--- config.mk ---
export PLATFORM = sky130hd
export DESIGN_NAME = ethernet_rx_word_assembler
export DESIGN_NICKNAME = d
export VERILOG_FILES = /design/src/rtl/ethernet_rx_word_assembler.sv
export SDC_FILE = /design/constraint.sdc
export NUM_CORES = 1
export LEC_CHECK = 0
export CORE_MARGIN = 2
export CORE_UTILIZATION = 53
export DETAILED_ROUTE_END_ITERATION = 10
export PLACE_DENSITY_LB_ADDON = 0.2
export SLEW_MARGIN = 30
export SYNTH_ARGS = -nofsm -noshare
export SYNTH_HDL_FRONTEND = slang
export SYNTH_SLANG_ARGS = --single-unit
--- constraint.sdc ---
create_clock -name clk -period 7.6 [get_ports clk]
set_input_delay 0.76 -clock clk [delete_from_list [all_inputs] [get_ports clk]]
set_output_delay 0.76 -clock clk [all_outputs]
set_load 0.05 [all_outputs]
--- src/rtl/ethernet_rx_word_assembler.sv ---
// ethernet_rx_word_assembler: per-channel header-delimited word assembly into a tagged FWFT output FIFO
module ethernet_rx_word_assembler #(
    parameter int WORD_BYTES = 4,
    parameter int NCHAN = 8,
    parameter logic [3:0] HDR_NIBBLE = 4'hF,
    parameter int FIFO_DEPTH = 8,
    parameter int TIMEOUT = 255,
    localparam int CW = NCHAN > 1 ? $clog2(NCHAN) : 1,
    localparam int W = 8 * WORD_BYTES
) (
    input  logic          clk,
    input  logic          rst,
    input  logic [7:0]    data,
    input  logic          data_good,
    input  logic [CW-1:0] channel,
    output logic [W-1:0]  data_out,
    output logic [CW-1:0] data_out_channel,
    output logic          data_out_valid,
    input  logic          data_out_ready,
    output logic [15:0]   drop_count,
    output logic [15:0]   timeout_count,
    output logic [15:0]   overflow_count
);
    localparam int IW = $clog2(WORD_BYTES + 1);
    localparam int TW = $clog2(TIMEOUT + 2);
    localparam int AW = $clog2(FIFO_DEPTH);

    logic [NCHAN-1:0]  busy;
    logic [IW-1:0]     idx [NCHAN];
    logic [TW-1:0]     timer [NCHAN];
    logic [W-1:0]      word [NCHAN];
    logic [W+CW-1:0]   mem [FIFO_DEPTH];
    logic [AW-1:0]     rd_ptr, wr_ptr;
    logic [AW:0]       count;
    logic [NCHAN-1:0]  hit, expire;
    logic              hdr, push, pop, full, drop, wr_en;
    logic [W+CW-1:0]   push_data;
    logic [15:0]       n_expire;
    logic [16:0]       tmo_sum;

    always_comb begin
        hdr = data[7:4] == HDR_NIBBLE;
        push = 1'b0;
        push_data = '0;
        drop = 1'b0;
        n_expire = '0;
        for (int c = 0; c < NCHAN; c++) begin
            hit[c] = data_good && 32'(channel) == c;
            // a byte arriving on the expiry cycle keeps the word alive
            expire[c] = busy[c] && !hit[c] && TIMEOUT > 0 && 32'(timer[c]) + 1 >= TIMEOUT;
            n_expire = n_expire + 16'(expire[c]);
            if (hit[c] && busy[c] && idx[c] == IW'(WORD_BYTES - 1)) begin
                push = 1'b1;
                push_data = {word[c][W-9:0], data, CW'(c)};
            end
            if (hit[c] && !busy[c] && !hdr)
                drop = 1'b1;
        end
        tmo_sum = {1'b0, timeout_count} + {1'b0, n_expire};
    end

    assign full = count == (AW+1)'(FIFO_DEPTH);
    assign data_out_valid = count != '0;
    assign pop = data_out_valid && data_out_ready;
    assign wr_en = push && (!full || pop);
    assign {data_out, data_out_channel} = data_out_valid ? mem[rd_ptr] : '0;

    always_ff @(posedge clk)
        if (wr_en)
            mem[wr_ptr] <= push_data;

    always_ff @(posedge clk) begin
        if (rst) begin
            busy <= '0;
            rd_ptr <= '0;
            wr_ptr <= '0;
            count <= '0;
            drop_count <= '0;
            timeout_count <= '0;
            overflow_count <= '0;
            for (int c = 0; c < NCHAN; c++) begin
                idx[c] <= '0;
                timer[c] <= '0;
                word[c] <= '0;
            end
        end else begin
            for (int c = 0; c < NCHAN; c++) begin
                if (hit[c] && busy[c]) begin
                    word[c] <= {word[c][W-9:0], data};
                    timer[c] <= '0;
                    busy[c] <= idx[c] != IW'(WORD_BYTES - 1);
                    idx[c] <= idx[c] == IW'(WORD_BYTES - 1) ? '0 : idx[c] + 1'b1;
                end else if (hit[c] && hdr) begin
                    busy[c] <= 1'b1;
                    idx[c] <= IW'(1);
                    word[c] <= W'(data);
                    timer[c] <= '0;
                end else if (expire[c]) begin
                    busy[c] <= 1'b0;
                    idx[c] <= '0;
                    timer[c] <= '0;
                end else if (busy[c] && TIMEOUT > 0) begin
                    timer[c] <= timer[c] + 1'b1;
                end
            end
            if (wr_en)
                wr_ptr <= wr_ptr + 1'b1;
            if (pop)
                rd_ptr <= rd_ptr + 1'b1;
            count <= count + (AW+1)'(wr_en) - (AW+1)'(pop);
            if (drop && drop_count != 16'hFFFF)
                drop_count <= drop_count + 1'b1;
            timeout_count <= tmo_sum[16] ? 16'hFFFF : tmo_sum[15:0];
            if (push && !wr_en && overflow_count != 16'hFFFF)
                overflow_count <= overflow_count + 1'b1;
        end
    end
endmodule

==> reports/results.txt, run 1 <==
Status -> complete, no violations
Post-route ant nets -> 0
Slowest CP cell -> clkdlybuf4s50_1
DRC Markers -> 0
Post-cts sizing count -> 0
Initial antenna violation count -> 0
Die Span X -> 235 µm
Max Cap Viol -> 0
Asr flop ratio synth -> 0%
Worst min-delay path category -> reg -> reg
FP Rows -> 84
Worst-Skew Late Latency -> 0.61 ns
Max VDD drop -> 0.181 mV
Synth area leaders -> edfxtp_1 (60%), mux4_2 (5.6%), dfxtp_1 (4.9%)
Setup WS pre-CTS -> 1.23 ns
DR WL/cell -> 21.1 µm
Filler cells -> 4,002
Slowest Stage Delay on Critical Path -> 0.88 ns
Seq. cell area -> 0.0184 mm²
Final Cycle Share -> 76.6%
Final core utilization -> 61.3%
First-pass GRT wire length -> 97,500 µm
CTS root buf -> clkbuf_16
Total GRT Usage -> 22.5%
CTS tree -> yes
Ys Warns -> 0
Cell Chain, Critical Path -> clkdlybuf4s50_1 > nand4bb_1 > nand2_1 > nor2_1 > fa_1 > inv_1 > fa_1 > inv_1 > fa_1 > fa_1 > fa_1 > a21o_1 > a21oi_1 > or2_2 > or3_1 > a21oi_1
Aggregate negative setup slack -> 0 ns
Synth Cell Area -> 0.0282 mm²
CP Capture Type -> register
Top-area cell type share of the netlist area -> 60.5%
Post-synth EDFFs -> 568
Final count of negative-setup-slack endpoints -> 0
Diodes inserted -> 0
Min-delay src -> rd_ptr[1]$_SDFFE_PP0P_
Initial DRC Count -> 1,393
RSZ-0062 raised after global routing -> no
Mapped Cells -> 2,081
Worst Tran Pin Value -> 0.978 ns
Total power divided by cell area -> 262 mW/mm²
Max_slew headroom -> 34.7%
Area occupied by multi-input gates -> 0.00925 mm²
Routed vias/inst -> 5.91
Deepest clock path buffer count -> 3
Sink Count -> 637
Ys flop type -> edfxtp_1
Avg Inst Size Synth -> 13.6 µm²
Htree depth -> 3
Total Wirelength -> 61,900 µm
Die Height -> 235 µm
Seq/Total Area, Yosys -> 65.4%
Crit path DAT -> 6.27 ns
Slew Limit Fails -> 0
Final Worst Setup Slack -> 1.78 ns
Layout Nets -> 2,255
Seq cells post-synth -> 637
Largest net degree at the start of global routing -> 71
Syn-to-layout area delta -> 14.2%
Clock skew -> 0.0240 ns
Yosys top cell by area -> edfxtp_1
Final GP Congestion -> 0.831
Die Area -> 0.0551 mm²
Leakage power -> 11.6 nW
Synth top cells by count -> edfxtp_1 (568), nor2_1 (222), and3_1 (112), nand3_1 (108), nand2_1 (107)
IO Port Bufs -> 98
Distinct cells, synth -> 72
CP Class -> in -> reg
RR Startpoint -> timer[0][18]$_SDFFCE_PN0P_
Setup Fix Bufs, Post-CTS -> 0
Via count -> 17,300
Pre-antenna DRT Iters -> 6
Hold Buf Count CTS -> 0
Count leader, synth -> edfxtp_1
Top delay family on crit path -> adder cells
Placeable Area -> 0.0526 mm²
CP startpoint -> channel[1]
Startpoint types -> input port
Clock transition at the registers of the reported paths -> 0.06 ns
Crit path required time -> 8.05 ns
Grt ovf -> 0
Crit Path Max Fanout -> 16
Share of layout cells above drive strength 1 -> 11.0%
TritonCTS Buffers -> 68
Vias in the first global route -> 17,400
Io pins -> 99
Critical Path Most Common Cell -> fa_1
Initial Util -> 53.7%
WP buf/inv -> 3
Period minus WS final -> 5.82 ns
DP HPWL -> 38,600 µm
Fin. Hold Viols -> 0
F_max -> 0.172 GHz
==> kinds of logic after synthesis <==
kind of cell | after synthesis | synth area share [%]
AOI/OAI and AO/OA | 229 | 5.28
buffers and inverters | 156 | 2.17
adders and majority gates | 53 | 2.51
xor gates and xnor gates | 76 | 2.36
DFF | 637 | 65.4
muxes | 118 | 7.33
and+or+nand+nor | 811 | 15.0
other | 1 | 0.0133
==> cell usage in the layout, fill, tap and decap left out, drive strengths merged, types with 9 or more instances in the layout <==
cell           synthesis  layout
nand2                107     107
buf                   23      29
or3                   13      13
nand4                 24      24
ha                    47      47
edfxtp               568     568
mux2i                 40      40
clkdlybuf4s50          0      97
clkinv                 0      30
a22oi                 69      69
nor3                  37      37
a21oi                 50      50
nor2                 225     225
nor4                  10      10
dfxtp                 69      69
xor2                  32      32
and3                 112     112
o31ai                  9       9
nand3                108     108
inv                   59      61
mux4                  70      70
o21ai                 52      52
or4                   10      10
and2                  71      71
nand2b                37      37
nor3b                 10      10
xnor2                 44      44
nor2b                 14      14
clkbuf                74      85
==> layer usage <==
layer / vias up / routed length (µm) / GRT usage, %
met5: - / 0 / 0
met4: 0 / 1710 / 7.27
met3: 101 / 3470 / 3.43
met2: 521 / 30900 / 38.3
met1: 8620 / 25800 / 29.9
li1: 8062 / - / -
==> worst reg2reg max path: stages, from the launching register on <==
cell	delay [ns]
edfxtp_1	0.47
ha_1	0.31
nand4_1	0.13
mux2_2	0.34
a31oi_1	0.36
nor2_1	0.12
fa_1	0.49
inv_1	0.05
fa_1	0.53
inv_1	0.06
fa_1	0.50
fa_1	0.47
fa_1	0.47
a21o_1	0.19
a21oi_1	0.38
or2_2	0.21
or3_1	0.39
a21oi_1	0.13
==> final cells by class <==
type | instances | area share, %
flip-flops and latches | 637 | 57.3
multi-input cells | 1295 | 28.7
clock buffers | 85 | 5.74
repair buffers | 126 | 3.70
well taps | 688 | 2.67
clock inverters | 40 | 1.17
inverters | 59 | 0.688
==> power breakdown <==
part / leakage [nW] / internal, mW / switching (mW)
Clock: 1.09 / 1.94 / 1.35
Sequential: 6.33 / 3.87 / 0.103
Combinational: 4.16 / 0.496 / 0.676
==> state kept, by name, summed over array words and instances, names as in the netlist, 4 cells and up, named ones only <==
name and count:
drop_count 16, count 4, idx 24, word 192, busy 8, mem 280, overflow_count 16, timer 72
timeout_count 16
==> per-stage QoR <==
step           area [µm²]  hold slack [ns]  power (mW)  std cells
6_report            32200            0.497        8.43       2930
5_1_grt             32200            0.527        8.73       2930
4_1_cts             32200            0.496        8.49       2929
3_5_place_dp        30000            0.482        5.24       2804
3_3_place_gp        30000            0.463        5.22       2804
2_1_floorplan       28200            0.454        4.91       2088
==> worst paths after layout <==
check                                              endpoint  slack (ns)  cells after the start
worst max register to register  timeout_count[7]$_SDFF_PP0_        1.87                     17
worst min register to register       rd_ptr[1]$_SDFFE_PP0P_        0.50                      2
worst min-delay path                 rd_ptr[1]$_SDFFE_PP0P_        0.50                      2
worst max-delay path            timeout_count[7]$_SDFF_PP0_        1.78                     16
Note: power is estimated with default switching activity, not from simulation.
==> run 2: changes to the inputs <==
Clock period 7.6 ns to 5.2 ns, I/O delays scaled along.
==> run 2 against run 1 <==
Sequential power rose by 45%. Hold slack got worse by 0.015 ns. Setup slack got worse by 1.5 ns. Combinational power rose by 35%.
==> reports/results.txt, run 2 (synthesis gave the netlist of run 1 again) <==
Status -> complete, no violations (unchanged)
Share of layout cells above drive strength 1 -> 12.2% (was 11.0%)
Max reg flops -> 280 (unchanged)
Sink Count -> 637 (unchanged)
WP buf/inv -> 4 (was 3)
Most common cell after layout, fill and taps aside -> edfxtp_1 (unchanged)
Deepest clock path buffer count -> 3 (unchanged)
Layout Nets -> 2,292 (was 2,255)
Routed vias/inst -> 5.93 (was 5.91)
Top delay family on crit path -> adder cells (unchanged)
F_max -> 0.202 GHz
Post-DP Area -> 0.0303 mm² (was 0.0300 mm²)
Clock transition at the registers of the reported paths -> 0.06 ns (about the same)
DRC Markers -> 0 (unchanged)
Regs by FF count -> mem: 280 flops, word: 192 flops, timer: 72 flops (unchanged)
Setup WS pre-CTS -> -0.173 ns (was 1.23 ns)
CTS root buf -> clkbuf_16 (unchanged)
Crit Path Max Fanout -> 4 (was 16)
Slowest Stage Delay on Critical Path -> 0.54 ns (was 0.88 ns)
Die Span X -> 235 µm (unchanged)
Worst Tran Pin Value -> 0.932 ns (was 0.978 ns)
Clock skew -> 0.0185 ns (was 0.0240 ns)
Max Cap Viol -> 0 (unchanged)
Largest net degree at the start of global routing -> 72 (was 71)
Post-route ant nets -> 0 (unchanged)
Most frequent cells in the layout -> edfxtp_1 (568), nor2_1 (219), and3_1 (112) (unchanged)
WP depth -> 20 (was 16)
Grt ovf -> 0 (unchanged)
Critical Path Most Common Cell -> fa_1 (unchanged)
Worst min-delay path category -> in -> reg (was reg -> reg)
Worst hold path stage count -> 2 (unchanged)
Final Worst Setup Slack -> 0.261 ns (was 1.78 ns)
Slew Limit Fails -> 0 (unchanged)
Power after layout -> 12.0 mW (was 8.43 mW)
CP Class -> reg -> reg (was in -> reg)
Cell Chain, Critical Path -> buf_4 > and2_1 > nor3_2 > a21boi_0 > a41oi_2 > nor2_2 > fa_1 > inv_1 > fa_1 > inv_1 > fa_1 > fa_2 > fa_2 > a21o_1 > a21oi_2 > buf_4 > nor2_1 > and2_1 > xnor2_1 > a21oi_1 (was clkdlybuf4s50_1 > nand4bb_1 > nand2_1 > nor2_1 > fa_1 > inv_1 > fa_1 > inv_1 > fa_1 > fa_1 > fa_1 > a21o_1 > a21oi_1 > or2_2 > or3_1 > a21oi_1)
TritonCTS Buffers -> 66 (was 68)
Fin. Hold Viols -> 0 (unchanged)
Vias in the first global route -> 17,800 (was 17,400)
Final count of negative-setup-slack endpoints -> 0 (unchanged)
Final GP Congestion -> 0.811 (was 0.831)
Syn-to-layout area delta -> 15.2% (was 14.2%)
Final Cycle Share -> 95.0%
Placeable Area -> 0.0526 mm² (unchanged)
Slowest CP cell -> fa_1 (was clkdlybuf4s50_1)
Max VDD drop -> 0.330 mV (was 0.181 mV)
Final Non-Filler Cells -> 2,963 (was 2,930)
Hold Buf Count CTS -> 0 (unchanged)
Total GRT Usage -> 23.0% (was 22.5%)
CTS tree -> yes (unchanged)
Post-route cell area -> 0.0325 mm² (was 0.0322 mm²)
Startpoint types -> register (was input port)
Die Area -> 0.0551 mm² (unchanged)
Crit path required time -> 5.66 ns (was 8.05 ns)
Filler cells -> 3,941 (was 4,002)
Pre-antenna DRT Iters -> 7 (was 6)
IO Port Bufs -> 98 (unchanged)
CP Capture Type -> register (unchanged)
Total power divided by cell area -> 370 mW/mm² (was 262 mW/mm²)
Leakage power -> 11.9 nW (was 11.6 nW)
Io pins -> 99 (unchanged)
Period minus WS final -> 4.94 ns
Diodes inserted -> 0 (unchanged)
R2R Setup Slk -> 0.26 ns (was 1.87 ns)
Initial DRC Count -> 1,526 (was 1,393)
Initial antenna violation count -> 0 (unchanged)
Total Wirelength -> 62,600 µm (was 61,900 µm)
Worst-Skew Late Latency -> 0.61 ns (about the same)
Htree depth -> 3 (unchanged)
Die Height -> 235 µm (unchanged)
Via count -> 17,600 (was 17,300)
First-pass GRT wire length -> 100,000 µm (was 97,500 µm)
Dpl cells -> 2,843 (was 2,804)
Max_slew headroom -> 37.4% (was 34.7%)
Crit path DAT -> 5.40 ns (was 6.27 ns)
Aggregate negative setup slack -> 0 ns (unchanged)
Most flops, register -> mem (unchanged)
DP HPWL -> 39,700 µm (was 38,600 µm)
Initial Util -> 53.7% (unchanged)
FF-to-FF path depth -> 20 (was 17)
DR WL/cell -> 21.1 µm (about the same)
FP Rows -> 84 (unchanged)
-- run 2: cell types whose count changed in the layout (fill, tap and decap cells not counted), sizes merged --
cell / change
buf: +39
inv: +1
clkinvlp: -2
clkbuf: +9
clkinv: -14
-- run 2: final cells by class --
class                      instances  area, µm²  share of cell area (%)
inverter                          59        221                   0.682
timing repair buffer             165       1510                    4.64
multi-input combinational       1295       9310                    28.7
sequential                       637      18400                    56.8
tap                              688        861                    2.65
clock inverter                    25        308                   0.948
clock buffer                      94       1830                    5.63
-- run 2: per-stage QoR --
stage	hold WS, ns	util, %
global placement	0.463	57.6
floorplan	0.454	-
detailed placement	0.490	57.7
CTS	0.473	61.7
global route	0.502	61.8
finish	0.482	61.8
-- run 2: power breakdown --
group / switching, mW / internal, mW
combinational: 0.973 / 0.604
clock: 1.92 / 2.77
sequential: 0.107 / 5.66
-- run 2: timing repair --
item,CTS,global route
pin swaps,0,2
setup buffers,0,1
setup endpoints to repair,1,16
gates resized for setup,1,8
-- run 2: worst paths after layout --
path	from	to
max reg2reg	timer[0][0]$_SDFFCE_PN0P_	timeout_count[10]$_SDFF_PP0_
min	rst	busy[3]$_SDFFE_PP0P_
max	timer[0][0]$_SDFFCE_PN0P_	timeout_count[10]$_SDFF_PP0_
min reg2reg	rd_ptr[1]$_SDFFE_PP0P_	register
-- run 2: worst reg2reg max path: cells and delay by family, from the launching register on --
kind	cells	cell delay, ns
xor gates and xnor gates	1	0.13
adders and majority gates	5	2.38
AOI/OAI and AO/OA	5	0.80
buffers and inverters	4	0.42
DFF	1	0.43
and+or+nand+nor	5	0.64
-- run 2: routing by layer --
layer,GRT usage [%],routed length [µm],vias to the layer above
li1,-,-,8123
met4,6.79,1460,0
met5,0,0,-
met2,38.7,31300,534
met1,31.0,26500,8791
met3,3.69,3330,111
